--- src/rtl/gpio_wirethrough_sync.sv ---
// GPIO pass-through: optionally registered output path, synchronised and edge-detected input path.
// Optional feature macro: GPIO_WT_DEBOUNCE_EN (per-bit debounce between synchroniser and s_tri_i).
module gpio_wirethrough_sync #(
   parameter int unsigned C_NUM_CH          = 1,
   parameter int unsigned C_TRI_WIDTH       = 32,
   parameter int unsigned C_SYNC_STAGES     = 2,
   parameter int unsigned C_OUT_REG         = 1,
   parameter int unsigned C_EDGE_MODE       = 0,
   parameter int unsigned C_DEBOUNCE_CYCLES = 16
) (
   input  logic                                aclk,
   input  logic                                areset,
   input  logic [C_NUM_CH*C_TRI_WIDTH-1:0]     s_tri_t,
   input  logic [C_NUM_CH*C_TRI_WIDTH-1:0]     s_tri_o,
   output logic [C_NUM_CH*C_TRI_WIDTH-1:0]     s_tri_i,
   output logic [C_NUM_CH*C_TRI_WIDTH-1:0]     m_tri_t,
   output logic [C_NUM_CH*C_TRI_WIDTH-1:0]     m_tri_o,
   input  logic [C_NUM_CH*C_TRI_WIDTH-1:0]     m_tri_i,
   input  logic [C_NUM_CH*C_TRI_WIDTH-1:0]     edge_mask,
   input  logic [C_NUM_CH*C_TRI_WIDTH-1:0]     edge_clr,
   output logic [C_NUM_CH*C_TRI_WIDTH-1:0]     edge_status,
   output logic [C_NUM_CH-1:0]                 irq
);

   localparam int unsigned W = C_NUM_CH * C_TRI_WIDTH;
`ifdef GPIO_WT_DEBOUNCE_EN
   // Warm-up also covers the debounce latency so a pin held high through reset never flags.
   localparam int unsigned WARM_MAX = C_SYNC_STAGES + C_DEBOUNCE_CYCLES + 1;
`else
   localparam int unsigned WARM_MAX = C_SYNC_STAGES + 1;
`endif
   localparam int unsigned WARM_W = $clog2(WARM_MAX + 1);

   if (C_SYNC_STAGES < 2 || C_DEBOUNCE_CYCLES < 1) begin : g_bad_param
      $error("gpio_wirethrough_sync: C_SYNC_STAGES must be >= 2 and C_DEBOUNCE_CYCLES >= 1");
   end

   // ---------------- output path ----------------
   if (C_OUT_REG != 0) begin : g_oreg
      always_ff @(posedge aclk or posedge areset) begin
         if (areset) begin
            m_tri_t <= '1;
            m_tri_o <= '0;
         end else begin
            m_tri_t <= s_tri_t;
            m_tri_o <= s_tri_o;
         end
      end
   end else begin : g_ocomb
      assign m_tri_t = s_tri_t;
      assign m_tri_o = s_tri_o;
   end

   // ---------------- input synchroniser ----------------
   logic [W-1:0] sync_q [C_SYNC_STAGES];

   always_ff @(posedge aclk or posedge areset) begin
      if (areset) begin
         for (int unsigned i = 0; i < C_SYNC_STAGES; i++) sync_q[i] <= '0;
      end else begin
         sync_q[0] <= m_tri_i;
         for (int unsigned i = 1; i < C_SYNC_STAGES; i++) sync_q[i] <= sync_q[i-1];
      end
   end

`ifdef GPIO_WT_DEBOUNCE_EN
   localparam int unsigned DW = $clog2(C_DEBOUNCE_CYCLES + 1);
   logic [DW-1:0] deb_cnt [W];
   logic [W-1:0]  din_q;

   // Output bit follows only after C_DEBOUNCE_CYCLES consecutive mismatching cycles.
   always_ff @(posedge aclk or posedge areset) begin
      if (areset) begin
         din_q <= '0;
         for (int unsigned b = 0; b < W; b++) deb_cnt[b] <= '0;
      end else begin
         for (int unsigned b = 0; b < W; b++) begin
            if (sync_q[C_SYNC_STAGES-1][b] != din_q[b]) begin
               if (deb_cnt[b] == DW'(C_DEBOUNCE_CYCLES - 1)) begin
                  din_q[b]   <= sync_q[C_SYNC_STAGES-1][b];
                  deb_cnt[b] <= '0;
               end else begin
                  deb_cnt[b] <= deb_cnt[b] + 1'b1;
               end
            end else begin
               deb_cnt[b] <= '0;
            end
         end
      end
   end

   assign s_tri_i = din_q;
`else
   assign s_tri_i = sync_q[C_SYNC_STAGES-1];
`endif

   // ---------------- edge detect ----------------
   logic [W-1:0]      prev_q;
   logic [W-1:0]      rise;
   logic [W-1:0]      fall;
   logic [W-1:0]      evt;
   logic [WARM_W-1:0] warm_q;
   logic              warm_done;

   assign warm_done = (warm_q == WARM_W'(WARM_MAX));

   always_comb begin
      rise = s_tri_i & ~prev_q;
      fall = ~s_tri_i & prev_q;
      case (C_EDGE_MODE)
         0:       evt = rise;
         1:       evt = fall;
         default: evt = rise | fall;
      endcase
      if (!warm_done) evt = '0;
   end

   always_ff @(posedge aclk or posedge areset) begin
      if (areset) begin
         prev_q      <= '0;
         warm_q      <= '0;
         edge_status <= '0;
         irq         <= '0;
      end else begin
         prev_q <= s_tri_i;
         if (!warm_done) warm_q <= warm_q + 1'b1;
         // Set term is OR-ed last so a same-cycle clear never loses an event.
         edge_status <= (edge_status & ~edge_clr) | (evt & edge_mask);
         for (int unsigned c = 0; c < C_NUM_CH; c++)
            irq[c] <= |edge_status[c*C_TRI_WIDTH +: C_TRI_WIDTH];
      end
   end

endmodule

--- config.mk ---
export PLATFORM = sky130hd
export DESIGN_NAME = gpio_wirethrough_sync
export DESIGN_NICKNAME = d
export VERILOG_FILES = /design/src/rtl/gpio_wirethrough_sync.sv
export SDC_FILE = /design/constraint.sdc
export NUM_CORES = 1
export LEC_CHECK = 0
export ABC_AREA = 1
export BUFFER_PORTS_ARGS = -buffer_cell sky130_fd_sc_hd__buf_2
export CORE_ASPECT_RATIO = 0.9
export CORE_MARGIN = 1.5
export CORE_UTILIZATION = 40
export DETAILED_ROUTE_END_ITERATION = 8
export PLACE_DENSITY = 0.69
export SLEW_MARGIN = 40
export SYNTH_ARGS = -nofsm -noshare
export SYNTH_HDL_FRONTEND = slang
export SYNTH_SLANG_ARGS = --single-unit
export TNS_END_PERCENT = 10
--- constraint.sdc ---
create_clock -name aclk -period 7.4 [get_ports aclk]
set_input_delay 0.37 -clock aclk [delete_from_list [all_inputs] [get_ports aclk]]
set_output_delay 0.37 -clock aclk [all_outputs]
set_load 0.01 [all_outputs]
After elaboration in Yosys (flattened, before gate mapping)

Index checks and enable logic that the tools add are counted.

Register bits: 195

Add/sub/neg operators: 1
Equality and inequality tests: 1
Muxes and demuxes: 1
Bitwise logic cells: 6
Reductions and logical operators: 1

Operators with widths:

| cell                                        | number |
|---|---|
| bitwise AND 32 bit                          | 3 |
| NOT 32 bit                                  | 2 |
| two-way mux 32 bit                          | 1 |
| OR 32 bit                                   | 1 |
| OR reduction 32 bit                         | 1 |
| adder 2 x 1 -> 2 bit, second input constant | 1 |
| == test 2 bit, second input constant        | 1 |

Depth between registers and ports, before layout

Word-level depth: 5
Gate-level depth with buffers: 6

Worst setup path after synthesis

Ideal clock, no wire load.

Kind: flip-flop to flip-flop
From: reg warm_q[0]
To: reg warm_q[1]
Data arrival time: 990 ps
Required time: 7275 ps
Setup slack: 6285 ps
Cell stages (with the launch flop): 4
Period minus slack after synthesis: 1115 ps
Cells stage by stage: dfrtp_1 > ha_1 > buf_6 > mux2_4

Longest elaborated chain between the ends: 1
Elaborated cells between the ends (all ways): 2
Those cells by class: 1 x add/sub; 1 x eq/ne

RTL lines:

| element                                                      | RTL line | text |
|---|---|---|
| start: declaration                                           | 102      | `logic [WARM_W-1:0] warm_q;` |
| start signal: assignment                                     | 126      | `if (!warm_done) warm_q <= warm_q + 1'b1;` |
| adder 2 x 1 -> 2 bit / == test 2 bit (equally long branches) | 126, 105 |  |

Parallel ways exist; a longest one is shown, timed or not.
A chain may end at the register's enable or synchronous reset.

Final worst setup path

From: reg m_tri_t[19]
To: out m_tri_t[19]

RTL lines:

| element                  | RTL line | text |
|---|---|---|
| start: declaration       | 16       | `output logic [C_NUM_CH*C_TRI_WIDTH-1:0] m_tri_t,` |
| start signal: assignment | 45       | `m_tri_t <= s_tri_t;` |

No word-level cell between the ends.

==> results list <==
- After layout, the worst path uses 19.4% of the clock period.
* Unique cell type count in the Yosys netlist: 17
- Initial core utilization: 40.7%
* Grt ovf: 0
* First-pass GRT wire length: 20100 um
* Combined buffer and inverter count along the critical path: 1
- Footprint of the flip-flops and latches: 4920 um2
- The number of antenna violations at the first check in global routing was 0.
* Height of the die: 119 um
* Mean post-synth cell area: 15.3 um2
- After clock tree synthesis, the setup repair step added 0 buffers.
- Count of clock tree sinks: 195
* CP delay by family, top: flip-flops
- Core Footprint: 14700 um2
* Cell types occupying the most area after synthesis: sky130_fd_sc_hd__dfrtp_1, sky130_fd_sc_hd__dfstp_2, sky130_fd_sc_hd__buf_4, sky130_fd_sc_hd__inv_1, sky130_fd_sc_hd__nand4_1
* Dominant cell type by area after synthesis: sky130_fd_sc_hd__dfrtp_1
- In this run the deepest clock path goes through 2 buffers.
- Max-cap violations in this run came to 0.
* Clock tree from TritonCTS: yes
- Mapped cell area: 5970 um2
* Critical Path, Cell by Cell: buf_2
- Number of vias in the routed layout: 3798
* Post-cts sizing count: 0
* Time the final worst path needs with I/O delays and setup: 1.44 ns
* Total nets after synthesis: 554
* Antenna diode count: 0
- On the final layout, the worst hold slack is 0.0417 ns.
* Clk Tree Root Cell: sky130_fd_sc_hd__clkbuf_16
* Pre-Repair DR Iteration Count: 4
- Drt via density: 4.34
- From left edge to right edge, the die measures 132 um.
* H-tree Lvls: 4
- Share of the yosys chip area belonging to registers: 82.4%
* Hold bufs inserted after CTS: 0
- Setup repair after global routing left no endpoint under its margin.
* Detailed placement HPWL: 9430 um
- The floorplan step defined a die boundary enclosing 15700 um2.
- Number of warnings printed during yosys synthesis: 0
- I/O pin total: 291
- Clock slew at reported path FFs: 0.07 ns
- On the worst path, the slowest cell contributes a delay of 0.53 ns.
- Final clock skew: 0.00698 ns
* Critical Path Sink Type: output pin
- The max-slew violation count is 0.
- Buffers placed on the I/O ports in this run total 290.
- The detail route stage leaves a number of antenna-violating nets equal to 0.
* CP arrival: 1.07 ns
- Multi-input gate area in the final layout: 520 um2
- Headroom to the max-slew limit came out at 50.7%.
* Status: finished clean
- Critical-path top delay cell: sky130_fd_sc_hd__dfstp_2
- Drt wl/cell: 14.4 um
- Tightest Hold Check Type: in -> reg
- Cell count after synthesis: 391
- CTS Buf Count: 17
* Synthesis-stage register bit count: 195
* Later-pin clock latency in the skew report: 0.42 ns
- Total count of hold-check failures in the final report: 0
- The via count of the first global-routing pass was 4098.
- Critical path class: reg -> out
* Layout cells sized above 1: 52.7%
* Kind of launch point of the worst setup path: flop
* Maximum number of pins on one net before global-route repair: 113
* Maximum fanout count along the critical path: 1
- Data on the critical path is required at its endpoint by 7.03 ns.
* Actual transition at the worst max-transition pin: 0.740 ns
* Synth top area share: 68.3%
- # nets final: 828
- VDD sags by at most 0.204 mV.
- After filler insertion, the fill cell instance count of the layout stands at 1219.
- The congestion estimate from routability-driven global placement came to 0.822.
- Ratio of total power to cell area: 283 nW/um2
- Final TNS setup: 0 ns
- The analysis attributes to cell leakage a power of 4.20 nW.
* FP Rows: 42
- Across every metal layer, demand over resource in global routing totals 16.8%.
* DRC violation total after the first TritonRoute iteration: 151
- Highest achievable clock rate: 0.696 GHz
- The area growth from synthesis to layout is 34.4%.
- The routed design has 12700 um of wire.
- Setup violations remaining at the end of the flow were counted as 0.
- Drt drc: 0
## state kept, by name (all words and copies together), names as in the netlist
register     count
edge_status     32
m_tri_o         32
m_tri_t         32
prev_q          32
s_tri_i         32
sync_q          32
warm_q           2
irq              1
## stage by stage
stage	total power [mW]	setup WS, ns	instances	util, %	cell area [um2]
floorplan	1.24	1.77	391	-	5970
global placement	1.33	5.32	844	50.4	7380
detailed placement	1.34	5.59	844	50.4	7390
CTS	2.30	5.81	876	54.7	8010
global route	2.37	5.88	876	54.7	8020
finish	2.27	5.96	876	54.7	8020
## cell usage after synthesis (all sizes together)
master  count
buf        36
dfrtp     163
dfstp      32
ha          1
inv        64
mux2        1
nand2      16
nand3       1
nand4      32
nor2       12
o21ai      31
o22ai       1
xnor2       1
## final timing paths
| check | from | to | slack, ns | cells after the start |
|---|---|---|---|---|
| max in group asynchronous | areset | sync_q[53] | 6.14 | 3 |
| worst max-delay path | m_tri_t[19] | m_tri_t[19] | 5.96 | 1 |
| worst min register to register | sync_q[57] | s_tri_i[25] | 0.34 | 0 |
| worst min-delay path | s_tri_t[10] | m_tri_t[10] | 0.04 | 1 |
| min in group asynchronous | areset | m_tri_o[3] | 0.08 | 2 |
| worst max register to register | warm_q[0] | warm_q[1] | 6.08 | 2 |
## kinds of logic after synthesis
logic type               synth area share [%]
AND/OR/NAND/NOR                          5.20
adder cells (fa/ha/maj)                 0.210
multiplexers                            0.251
XOR/XNOR                                0.147
flip-flops                               82.4
buffers and inverters                    9.08
AO/OA/AOI/OAI                            2.70
## where the power goes
group / internal, mW / switching, mW
logic: 0.0692 / 0.0890
registers: 1.13 / 0.0243
clock network: 0.571 / 0.386
total: 1.77 / 0.499
## layout by cell type (no fill, tap or decap), types with 4 or more instances in the layout
| cell | synthesis | layout |
|---|---|---|
| sky130_fd_sc_hd__bufinv_16 | 0 | 4 |
| sky130_fd_sc_hd__inv_1 | 64 | 63 |
| sky130_fd_sc_hd__buf_2 | 0 | 290 |
| sky130_fd_sc_hd__o21ai_1 | 8 | 8 |
| sky130_fd_sc_hd__nand4_1 | 32 | 32 |
| sky130_fd_sc_hd__dfstp_2 | 32 | 32 |
| sky130_fd_sc_hd__nand2_1 | 16 | 16 |
| sky130_fd_sc_hd__dfrtp_1 | 163 | 163 |
| sky130_fd_sc_hd__o21ai_0 | 23 | 23 |
| sky130_fd_sc_hd__inv_6 | 0 | 6 |
| sky130_fd_sc_hd__clkbuf_16 | 0 | 17 |
| sky130_fd_sc_hd__nor2_1 | 12 | 12 |
## final cells by class
cell class                 count  area share (%)
tap                          198            3.09
inverter                      64            3.09
timing repair buffer         291            18.2
multi-input combinational     96            6.49
clock buffer                  18            5.35
sequential                   195            61.3
clock inverter                14            2.45
## per-layer routing
layer | wire (um) | vias up | share of wire (%) | global-route usage (%)
met4 | 250 | 0 | 2.0 | 7.15
li1 | - | 1756 | - | -
met1 | 4740 | 1849 | 37 | 18.6
met5 | 0 | - | 0 | 0
met3 | 1020 | 19 | 8.1 | 6.47
met2 | 6640 | 174 | 52 | 29.1
(Power assumes the default switching activity.)
